File: config.mk
export PLATFORM = sky130hd
export DESIGN_NAME = trace_sequencer
export DESIGN_NICKNAME = d
export VERILOG_FILES = /design/src/rtl/trace_seq_pkg.sv /design/src/rtl/lfsr16.sv /design/src/rtl/trace_sequencer.sv
export SDC_FILE = /design/constraint.sdc
export NUM_CORES = 1
export LEC_CHECK = 0
export BUFFER_PORTS_ARGS = -buffer_cell sky130_fd_sc_hd__buf_2
export CAP_MARGIN = 20
export CORE_UTILIZATION = 59
export CTS_BUF_LIST = sky130_fd_sc_hd__clkbuf_2
export DETAILED_ROUTE_END_ITERATION = 8
export PLACE_DENSITY = 0.82
export SYNTH_ARGS = -nofsm -noshare
export SYNTH_HDL_FRONTEND = slang
export SYNTH_HIERARCHICAL = 1
export SYNTH_SLANG_ARGS = --single-unit
File: constraint.sdc
create_clock -name clk -period 2.4 [get_ports clk]
set_input_delay 0.48 -clock clk [delete_from_list [all_inputs] [get_ports clk]]
set_output_delay 0.48 -clock clk [all_outputs]
set_load 0.005 [all_outputs]
File: src/rtl/trace_seq_pkg.sv
// Shared types and constants for the acquisition trace sequencer.
// Holds the FSM state encoding, LFSR taps and capture record layout.
package trace_seq_pkg;

    typedef enum logic [2:0] {
        IDLE,
        LOAD,
        APPLY,
        SETTLE,
        CAPTURE,
        DONE
    } state_t;

    localparam logic [15:0] SEED_DEFAULT = 16'hACE1;

    localparam int TAP_A = 0;
    localparam int TAP_B = 2;
    localparam int TAP_C = 3;
    localparam int TAP_D = 5;

    function automatic logic [15:0] lfsr_next(input logic [15:0] l);
        logic fb;
        fb = l[TAP_A] ^ l[TAP_B] ^ l[TAP_C] ^ l[TAP_D];
        return {fb, l[15:1]};
    endfunction

    // Record layout, MSB first: {class, vector, dut_out}
    function automatic int cap_vec_lsb(input int out_size);
        return out_size;
    endfunction

    function automatic int cap_cls_bit(input int in_size, input int out_size);
        return in_size + out_size;
    endfunction

endpackage

File: src/rtl/lfsr16.sv
// 16-bit Fibonacci LFSR mask source.
// Advances only when step is high; reset loads the seed.
module lfsr16
    import trace_seq_pkg::*;
(
    input  logic        clk,
    input  logic        rst_n,
    input  logic        step,
    input  logic [15:0] seed,
    output logic [15:0] q
);

    // Shift register: reseed on reset, advance on step
    always_ff @(posedge clk) begin
        if (!rst_n) begin
            q <= seed;
        end else if (step) begin
            q <= lfsr_next(q);
        end
    end

endmodule

File: src/rtl/trace_sequencer.sv
// Sequences a masked-gate DUT through a campaign of acquisition traces.
// Per trace: precharge, apply vector, trigger, settle, hand record to logger.
module trace_sequencer
    import trace_seq_pkg::*;
#(
    parameter int          DW            = 2,
    parameter int          MW            = 2,
    parameter int          IN_SIZE       = DW + MW,
    parameter int          OUT_SIZE      = 1,
    parameter int          SETTLE_CYCLES = 4,
    parameter int          TCW           = 16,
    parameter logic [15:0] SEED          = SEED_DEFAULT
) (
    input  logic                         clk,
    input  logic                         rst_n,
    input  logic                         start,
    input  logic                         abort,
    input  logic [TCW-1:0]               n_traces,
    input  logic                         fixed_en,
    input  logic [DW-1:0]                fixed_val,
    output logic [IN_SIZE-1:0]           dut_in,
    input  logic [OUT_SIZE-1:0]          dut_out,
    output logic                         trig,
    output logic                         busy,
    output logic                         done,
    output logic                         cap_valid,
    input  logic                         cap_ready,
    output logic [IN_SIZE+OUT_SIZE:0]    cap_data,
    output logic [TCW-1:0]               trace_cnt
);

    localparam int VEC_LSB = cap_vec_lsb(OUT_SIZE);
    localparam int CLS_BIT = cap_cls_bit(IN_SIZE, OUT_SIZE);
    localparam int SCW     = $clog2(SETTLE_CYCLES) + 1;
    localparam logic [SCW-1:0] SETTLE_LAST = SCW'(SETTLE_CYCLES - 1);

    state_t               state_q;
    state_t               state_d;
    logic [15:0]          lfsr_q;
    logic [15:0]          l_step;
    logic                 lfsr_unused;
    logic [TCW-1:0]       n_lat;
    logic                 fixed_en_q;
    logic [DW-1:0]        fixed_val_q;
    logic                 cls_q;
    logic                 cls_b;
    logic [IN_SIZE-1:0]   vec_b;
    logic [SCW-1:0]       set_cnt;
    logic [IN_SIZE-1:0]   dut_in_q;
    logic [CLS_BIT:0]     cap_data_q;
    logic [TCW-1:0]       cnt_q;
    logic [TCW-1:0]       cnt_inc;
    logic                 hs;

    lfsr16 u_lfsr (
        .clk   (clk),
        .rst_n (rst_n),
        .step  (state_q == LOAD),
        .seed  (SEED),
        .q     (lfsr_q)
    );

    assign l_step      = lfsr_next(lfsr_q);
    assign lfsr_unused = ^l_step;
    assign hs          = (state_q == CAPTURE) && cap_ready;
    assign cnt_inc     = (cnt_q == '1) ? cnt_q : cnt_q + TCW'(1);

    // Vector built from the value the LFSR steps to during LOAD
    always_comb begin
        cls_b = fixed_en_q & l_step[15];
        vec_b = l_step[IN_SIZE-1:0];
        if (cls_b) begin
            vec_b[IN_SIZE-1:MW] = fixed_val_q;
        end
    end

    // Next-state logic; abort overrides everything outside IDLE
    always_comb begin
        state_d = state_q;
        case (state_q)
            IDLE:    if (start && !abort) state_d = LOAD;
            LOAD:    state_d = APPLY;
            APPLY:   state_d = SETTLE;
            SETTLE:  if (set_cnt == SETTLE_LAST) state_d = CAPTURE;
            CAPTURE: if (cap_ready) state_d = (cnt_inc == n_lat) ? DONE : LOAD;
            DONE:    state_d = IDLE;
            default: state_d = IDLE;
        endcase
        if (abort && state_q != IDLE) begin
            state_d = IDLE;
        end
    end

    // Status strobes decoded from the current state
    always_comb begin
        busy      = 1'b0;
        trig      = 1'b0;
        cap_valid = 1'b0;
        done      = 1'b0;
        case (state_q)
            IDLE:    busy = 1'b0;
            APPLY:   begin busy = 1'b1; trig = 1'b1; end
            CAPTURE: begin busy = 1'b1; cap_valid = 1'b1; end
            DONE:    begin busy = 1'b1; done = 1'b1; end
            default: busy = 1'b1;
        endcase
    end

    // State register
    always_ff @(posedge clk) begin
        if (!rst_n) begin
            state_q <= IDLE;
        end else begin
            state_q <= state_d;
        end
    end

    // Campaign config, settle timer, DUT drive, record and trace count
    always_ff @(posedge clk) begin
        if (!rst_n) begin
            n_lat       <= '0;
            fixed_en_q  <= 1'b0;
            fixed_val_q <= '0;
            cls_q       <= 1'b0;
            set_cnt     <= '0;
            dut_in_q    <= '0;
            cap_data_q  <= '0;
            cnt_q       <= '0;
        end else begin
            if (state_q == IDLE && state_d == LOAD) begin
                n_lat       <= (n_traces == '0) ? TCW'(1) : n_traces;
                fixed_en_q  <= fixed_en;
                fixed_val_q <= fixed_val;
                cnt_q       <= '0;
            end
            if (state_q == LOAD) begin
                cls_q <= cls_b;
            end
            if (state_q == SETTLE && state_d == SETTLE) begin
                set_cnt <= set_cnt + SCW'(1);
            end else begin
                set_cnt <= '0;
            end
            case (state_d)
                APPLY:   dut_in_q <= vec_b;
                SETTLE:  dut_in_q <= dut_in_q;
                CAPTURE: dut_in_q <= dut_in_q;
                default: dut_in_q <= '0;
            endcase
            if (state_q == SETTLE && state_d == CAPTURE) begin
                cap_data_q[CLS_BIT]           <= cls_q;
                cap_data_q[CLS_BIT-1:VEC_LSB] <= dut_in_q;
                cap_data_q[VEC_LSB-1:0]       <= dut_out;
            end
            if (hs && !abort) begin
                cnt_q <= cnt_inc;
            end
        end
    end

    assign dut_in    = dut_in_q;
    assign cap_data  = cap_data_q;
    assign trace_cnt = cnt_q;

endmodule

==> results of run 1 <==
==> report_power, final <==
group / internal, W / leakage [nW] / switching, W
combinational: 0.000117 / 1.09 / 0.000135
clock: 0.000238 / 0.0704 / 0.000429
sequential: 0.00123 / 0.579 / 0.0000344
total: 0.00159 / 1.74 / 0.000598
==> per-layer routing <==
layer / wire, µm / track usage, %
met1: 3790 / 37.4
met2: 3800 / 43.8
met3: 508 / 4.80
met4: 255 / 12.0
met5: 0 / 0
==> final timing paths <==
check                           slack (ps)          from    endpoint  depth (start not counted)
worst max-delay path                   180  trace_cnt[1]  state_q[2]                          8
worst min-delay path                   180      fixed_en  fixed_en_q                          3
worst max register to register         180  trace_cnt[1]  state_q[2]                          8
worst min register to register         440    set_cnt[0]  set_cnt[0]                          1
==> worst max-delay path: stages (launching register included) <==
cell       delay (ps)
dfxtp_2           420
ha_1              250
nand4_4           180
nor2_2            150
o21ai_1           120
a2111oi_2         430
o2111ai_1         170
nor4_1            290
a31o_1            170
==> state kept, by name, summed over array words and instances, names as in the netlist <==
signal / flops
cap_data: 6
cls_q: 1
dut_in: 4
fixed_en_q: 1
fixed_val_q: 2
n_lat: 16
set_cnt: 3
state_q: 3
trace_cnt: 16
u_lfsr/q: 16
==> cells in the final DEF, fill, tap and decap left out, types with 4 or more instances in the layout <==
| master | count |
|---|---|
| nand4_1 | 4 |
| buf_2 | 54 |
| buf_4 | 16 |
| mux2_4 | 7 |
| a21oi_1 | 46 |
| nor4_1 | 5 |
| conb_1 | 16 |
| and4_1 | 4 |
| nand3_1 | 17 |
| dfxtp_1 | 51 |
| o21ai_0 | 12 |
| nor2_1 | 31 |
| a22oi_1 | 5 |
| clkbuf_2 | 9 |
| nor3_1 | 12 |
| nand2_1 | 61 |
| and3_1 | 6 |
| inv_1 | 7 |
| xnor2_1 | 16 |
| nand2b_1 | 4 |
| edfxtp_1 | 16 |
| xor2_1 | 11 |
| mux2_2 | 11 |
==> cells by family after synthesis <==
kind of cell,after synthesis
AOI/OAI and AO/OA,89
xor gates and xnor gates,27
adders and majority gates,3
buffers and inverters,26
DFF,68
muxes,19
other,2
and+or+nand+nor,168
==> area by class of cell <==
| type | instances | area, µm² | area share, % |
|---|---|---|---|
| repair buffers | 70 | 390 | 9.41 |
| clock inverters | 7 | 66.3 | 1.60 |
| inverters | 8 | 30.0 | 0.724 |
| flip-flops and latches | 68 | 1520 | 36.7 |
| well taps | 75 | 93.8 | 2.26 |
| multi-input cells | 322 | 2000 | 48.2 |
| clock buffers | 9 | 45.0 | 1.09 |
==> synthesized netlist by cell type (3+ instances only) <==
library cell,instances,area (µm²)
a21o_1,3,22.5
o21ai_0,12,60.1
mux2_4,7,105
nand3_1,17,85.1
ha_1,3,37.5
a22oi_1,5,37.5
xnor2_1,16,140
nor2b_1,3,18.8
xor2_1,11,96.3
a21oi_1,46,230
mux2_2,11,124
nand2b_1,4,25.0
buf_2,5,25.0
nor2_1,31,116
inv_1,7,26.3
nor4_1,5,31.3
a211oi_1,3,22.5
nand2_1,61,229
edfxtp_1,16,480
nand4_1,4,25.0
clkbuf_1,11,41.3
dfxtp_1,52,1040
and3_1,6,37.5
a31oi_1,3,18.8
nor3_1,13,65.1
and4_1,4,35.0
or3_1,3,18.8
==> per-stage QoR <==
step	instance area [µm²]	utilization, %	power, W	hold slack, ps
after global placement	4030	68.5	0.00153	408
after detailed placement	4030	68.5	0.00154	420
after global routing	4150	70.5	0.00228	156
final	4150	70.5	0.00218	180
after floorplan	3640	-	0.00146	397
after CTS	4140	70.4	0.00219	182
==> impl_metrics.csv, run 1 <==
group,metric,value,unit
synthesis,synth_top_family_by_area,"simple AND/OR/NAND/NOR gates",
clock_tree,htreeDepth,3,
placed_design,dp.final_hpwl,6000,µm
finish,nNetsFinal,507,
detailed_routing,antenna_left,0,
synthesis,synth_edf_count,16,
detailed_routing,vias,3286,
min_path,hold_class,"in -> reg",
placed_design,dp_slack,138,ps
clock_tree,cts_tree,"done",
clock_tree,cts_made_buffers,9,
critical_path,crit_type,"reg -> reg",
timing,tightest_slew,533,ps
detailed_routing,drtIter0Drc,309,
global_route,grt_max_degree,46,
timing,slew_viol_final,0,
timing,tns,0,ps
placed_design,io_buffer_count,54,
critical_path,cp_data_arrival_time,2710,ps
finish,fill_cells,445,
detailed_routing,viasPerCell,5.88,
die,io_pins,55,
detailed_routing,routedWlPerCell,14.9,µm
clock_tree,cts_setup_buffers,0,
detailed_routing,drc_errors,0,
placed_design,place_inst,543,
job,cap_violations,0,
synthesis,synth-compound-area-share,14.8,%
clock_tree,clkTransAtPathRegs,200,ps
die,rows,28,
critical_path,start_kind,"register",
synthesis,yosys_warnings,6,
global_route,grt_pass1_wl,13600,µm
finish,final_layout_size_suffix_gt1_share,24.4,%
clock_tree,cts-resized-gates,0,
timing,fmax,450,MHz
power_and_ir_drop,peakVddDrop,0.376,mV
synthesis,synthAdderAreaFrac,1.04,%
synthesis,synthesis.area,3590,µm²
power_and_ir_drop,powerDensity,526,nW/µm²
synthesis,synth.area.mux_share,6.65,%
die,initial_utilization,61.0,%
critical_path,worstPathMaxFanout,7,
global_route,grt_pass1_vias,2945,
timing,period_minus_slack,2220,ps
synthesis,async_flop_share,0,%
timing,fin_crit_sh,92.5,%
timing,maxSlewHeadroom,64.5,%
synthesis,synth_xor_area_share,6.58,%
synthesis,ys_seq_elements,68,
finish,area_growth,15.5,%
detailed_routing,drt-pass1-iter-count,5,
clock_tree,clockBufferDepth,2,
timing,clock-skew-final,22.0,ps
critical_path,cp-end-kind,"register",
timing,finalSetupViolCount,0,
timing,rsz0062_at_grt,"false",
global_route,grt.overflow.total,0,
clock_tree,ctsHoldBuffers,0,
clock_tree,clk_latency,520,ps
critical_path,worstPathRequired,2890,ps
synthesis,ys_seq_area_share,42.4,%
synthesis,syn_avg_cell_area,8.94,µm²
detailed_routing,drt_wl_total,8350,µm
status,status,"finished clean",
timing,fin_ws,180,ps
global_route,track_usage,27.8,%
clock_tree,clock_sinks,68,
finish,final_cell_count_no_fill,559,
placed_design,gp_routability_congestion,0.957,
die,die_w,80.0,µm
synthesis,synth_top_flop_cell,"dfxtp_1",
clock_tree,root_buffer,"clkbuf_2",
timing,finalHoldViolCount,0,
global_route,antenna_found_initial,0,
power_and_ir_drop,leakage,1.74,nW
die,dieArea,6400,µm²
synthesis,synthSimpleGateAreaFrac,24.8,%
die,die_h,80.0,µm
synthesis,ys_types,55,
finish,antenna_cells,0,
die,coreArea,5890,µm²
synthesis,synthCells,402,
No activity file was read; power rests on OpenSTA's default activity.
==> run 2, diff against run 1 <==
Settings changed: ABC_AREA set to 1.
==> impl_metrics.csv, run 2 <==
group,metric,value,unit
status,status,"finished with violations",
status,violations,"negative setup slack",
detailed_routing,drc_errors,0,
global_route,grt.overflow.total,0,
die,initial_utilization,61.8,%
finish,register_area,1560,µm²
detailed_routing,drtIter0Drc,264,
synthesis,synthCells,546,
critical_path,cp_data_arrival_time,2950,ps
synthesis,yosys.cell_count.top_type,"nand2_1",
synthesis,synth_area_leaders,"dfxtp_1 28%, nand2_1 20%, edfxtp_1 13%",
timing,period_minus_slack,2500,ps
power_and_ir_drop,peakVddDrop,0.498,mV
job,cap_violations,0,
placed_design,io_buffer_count,54,
power_and_ir_drop,p_int,0.00166,W
detailed_routing,drt-pass1-iter-count,8,
finish,fill_cells,493,
min_path,hold_class,"in -> reg",
finish,multi_input_area,2010,µm²
critical_path,start_kind,"register",
synthesis,synth_edf_count,16,
global_route,grt_max_degree,39,
clock_tree,clock_sinks,68,
clock_tree,root_buffer,"clkbuf_2",
timing,slew_viol_final,0,
timing,clock-skew-final,31.2,ps
timing,rsz0062_at_grt,"true",
synthesis,syn_avg_cell_area,6.78,µm²
clock_tree,htreeDepth,3,
power_and_ir_drop,leakage,2.19,nW
finish,antenna_cells,0,
global_route,grt_pass1_vias,3261,
detailed_routing,drt_wl_total,9900,µm
die,die_h,81.2,µm
synthesis,async_flop_share,0,%
synthesis,ys_seq_area_share,41.1,%
detailed_routing,vias,3839,
critical_path,worstPathRequired,2850,ps
placed_design,gp_routability_congestion,0.883,
timing,fmax,400,MHz
finish,final_layout_size_suffix_gt1_share,23.3,%
timing,finalSetupViolCount,10,
clock_tree,ctsHoldBuffers,0,
power_and_ir_drop,clock_power_share,33.8,%
clock_tree,clk_latency,510,ps
synthesis,yosys-top-cells-count,"202 x nand2_1, 63 x inv_1, 52 x dfxtp_1",
die,io_pins,55,
timing,finalHoldViolCount,0,
global_route,grt_pass1_wl,14500,µm
finish,nNetsFinal,667,
clock_tree,clockBufferDepth,2,
global_route,antenna_found_initial,0,
detailed_routing,antenna_left,0,
clock_tree,cts_tree,"done",
power_and_ir_drop,powerDensity,498,nW/µm²
die,die_w,81.2,µm
synthesis,ys_types,30,
die,dieArea,6600,µm²
die,rows,28,
placed_design,dp_slack,-31.4,ps
timing,fin_ws,-97.3,ps
synthesis,synthesis.area,3700,µm²
global_route,track_usage,29.3,%
detailed_routing,routedWlPerCell,13.8,µm
finish,layout_commonest_cell,"nand2_1",
critical_path,cp-end-kind,"register",
detailed_routing,viasPerCell,5.34,
die,coreArea,5990,µm²
clock_tree,cts_made_buffers,9,
power_and_ir_drop,p_sw,0.000621,W
synthesis,synth_top_flop_cell,"dfxtp_1",
critical_path,worstPathMaxFanout,6,
power_and_ir_drop,comb_power_share,11.1,%
power_and_ir_drop,p_total,0.00228,W
synthesis,yosys.area.top_type,"dfxtp_1",
synthesis,yosys_warnings,6,
synthesis,ys_seq_elements,68,
finish,final_cell_mix,"196 x nand2_1, 61 x inv_1, 54 x buf_2",
timing,maxSlewHeadroom,58.4,%
synthesis,yosysTopAreaCellShare,28.1,%
power_and_ir_drop,switching_share,27.2,%
finish,area_growth,23.5,%
placed_design,dp.final_hpwl,6710,µm
power_and_ir_drop,pwr-share-seq,55.2,%
timing,fin_crit_sh,104,%
critical_path,crit_type,"reg -> reg",
clock_tree,clkTransAtPathRegs,200,ps
timing,tightest_slew,618,ps
run 2: cell count changes in the layout (fill, tap and decap cells not counted), moves of 9 or more:
| cell | delta |
|---|---|
| inv_1 | +54 |
| buf_4 | +10 |
| xnor2_1 | -11 |
| nand3_1 | +9 |
| o21ai_0 | +13 |
| nor2_1 | +15 |
| nand2_1 | +135 |
| mux2_2 | -11 |
| a21oi_1 | -9 |
| dfxtp_1 | -12 |
run 2: cell type report:
cell class | count | share of cell area (%)
Sequential cell | 68 | 34.0
Multi-Input combinational cell | 413 | 44.0
Inverter | 64 | 5.25
Clock buffer | 9 | 0.985
Tap cell | 75 | 2.05
Clock inverter | 7 | 1.94
Timing Repair Buffer | 83 | 11.7
run 2: power groups by stage:
| stage | registers [W] | logic, W | clock network, W |
|---|---|---|---|
| after global placement | 0.00129 | 0.000235 | 0 |
| after global routing | 0.00126 | 0.000288 | 0.000818 |
| final | 0.00126 | 0.000252 | 0.000770 |
| after detailed placement | 0.00129 | 0.000243 | 0 |
| after CTS | 0.00126 | 0.000246 | 0.000769 |
| after floorplan | 0.00128 | 0.000175 | 0 |
run 2: final timing paths:
path	from	endpoint	slack, ps	depth (start not counted)
max	trace_cnt[1]	dut_in[0]	-100	18
min	dut_out	cap_data[0]	190	3
max reg2reg	trace_cnt[1]	dut_in[0]	-100	18
min reg2reg	set_cnt[0]	set_cnt[0]	450	1
run 2: timing repair:
action,in CTS,in global routing
setup buffers,0,5
pin swaps,1,19
endpoints found under the hold margin,0,0
gates cloned,0,3
gates resized for setup,8,40
setup endpoints to repair,10,10
run 2: critical path, cell delays in order (launching register included):
cell     delay (ps)
dfxtp_2         400
ha_4            150
nand3_4         100
nor2_4          230
nand3_4         170
buf_12          180
nand3_2          50
nand2_1          50
nor2_1          120
nand3_1          90
nor2_1          150
nand2_1          70
nand2_1          80
nand2_2          70
nand2_4         100
nand3_2          90
nand2_4         110
nand2_1          70
a21oi_1         150
run 2: routing by layer:
layer / global-route usage, % / wire length (µm)
met1: 35.0 / 4070
met2: 51.7 / 4940
met3: 4.61 / 623
met4: 12.9 / 269
met5: 0 / 0
run 2: stage by stage:
step / std cells / TNS, ps / hold slack [ps] / util, % / cell area [µm²]
after floorplan: 560 / 0 / 399 / - / 3760
after global placement: 695 / 0 / 408 / 70.0 / 4200
after detailed placement: 695 / -153 / 440 / 70.0 / 4200
after CTS: 711 / 0 / 183 / 72.7 / 4350
after global routing: 719 / -2100 / 176 / 76.3 / 4570
final: 719 / -484 / 187 / 76.3 / 4570
run 2: cells by family (layout without fill, tap and decap cells):
logic type / Yosys count / count (layout) / share of synthesized area, %
and+or+nand+nor: 317 / 318 / 37.0
buffers and inverters: 80 / 163 / 9.26
DFF: 68 / 68 / 41.1
AOI/OAI and AO/OA: 67 / 67 / 9.36
xor gates and xnor gates: 9 / 9 / 2.13
adders and majority gates: 3 / 3 / 1.01
other: 2 / 16 / 0.203
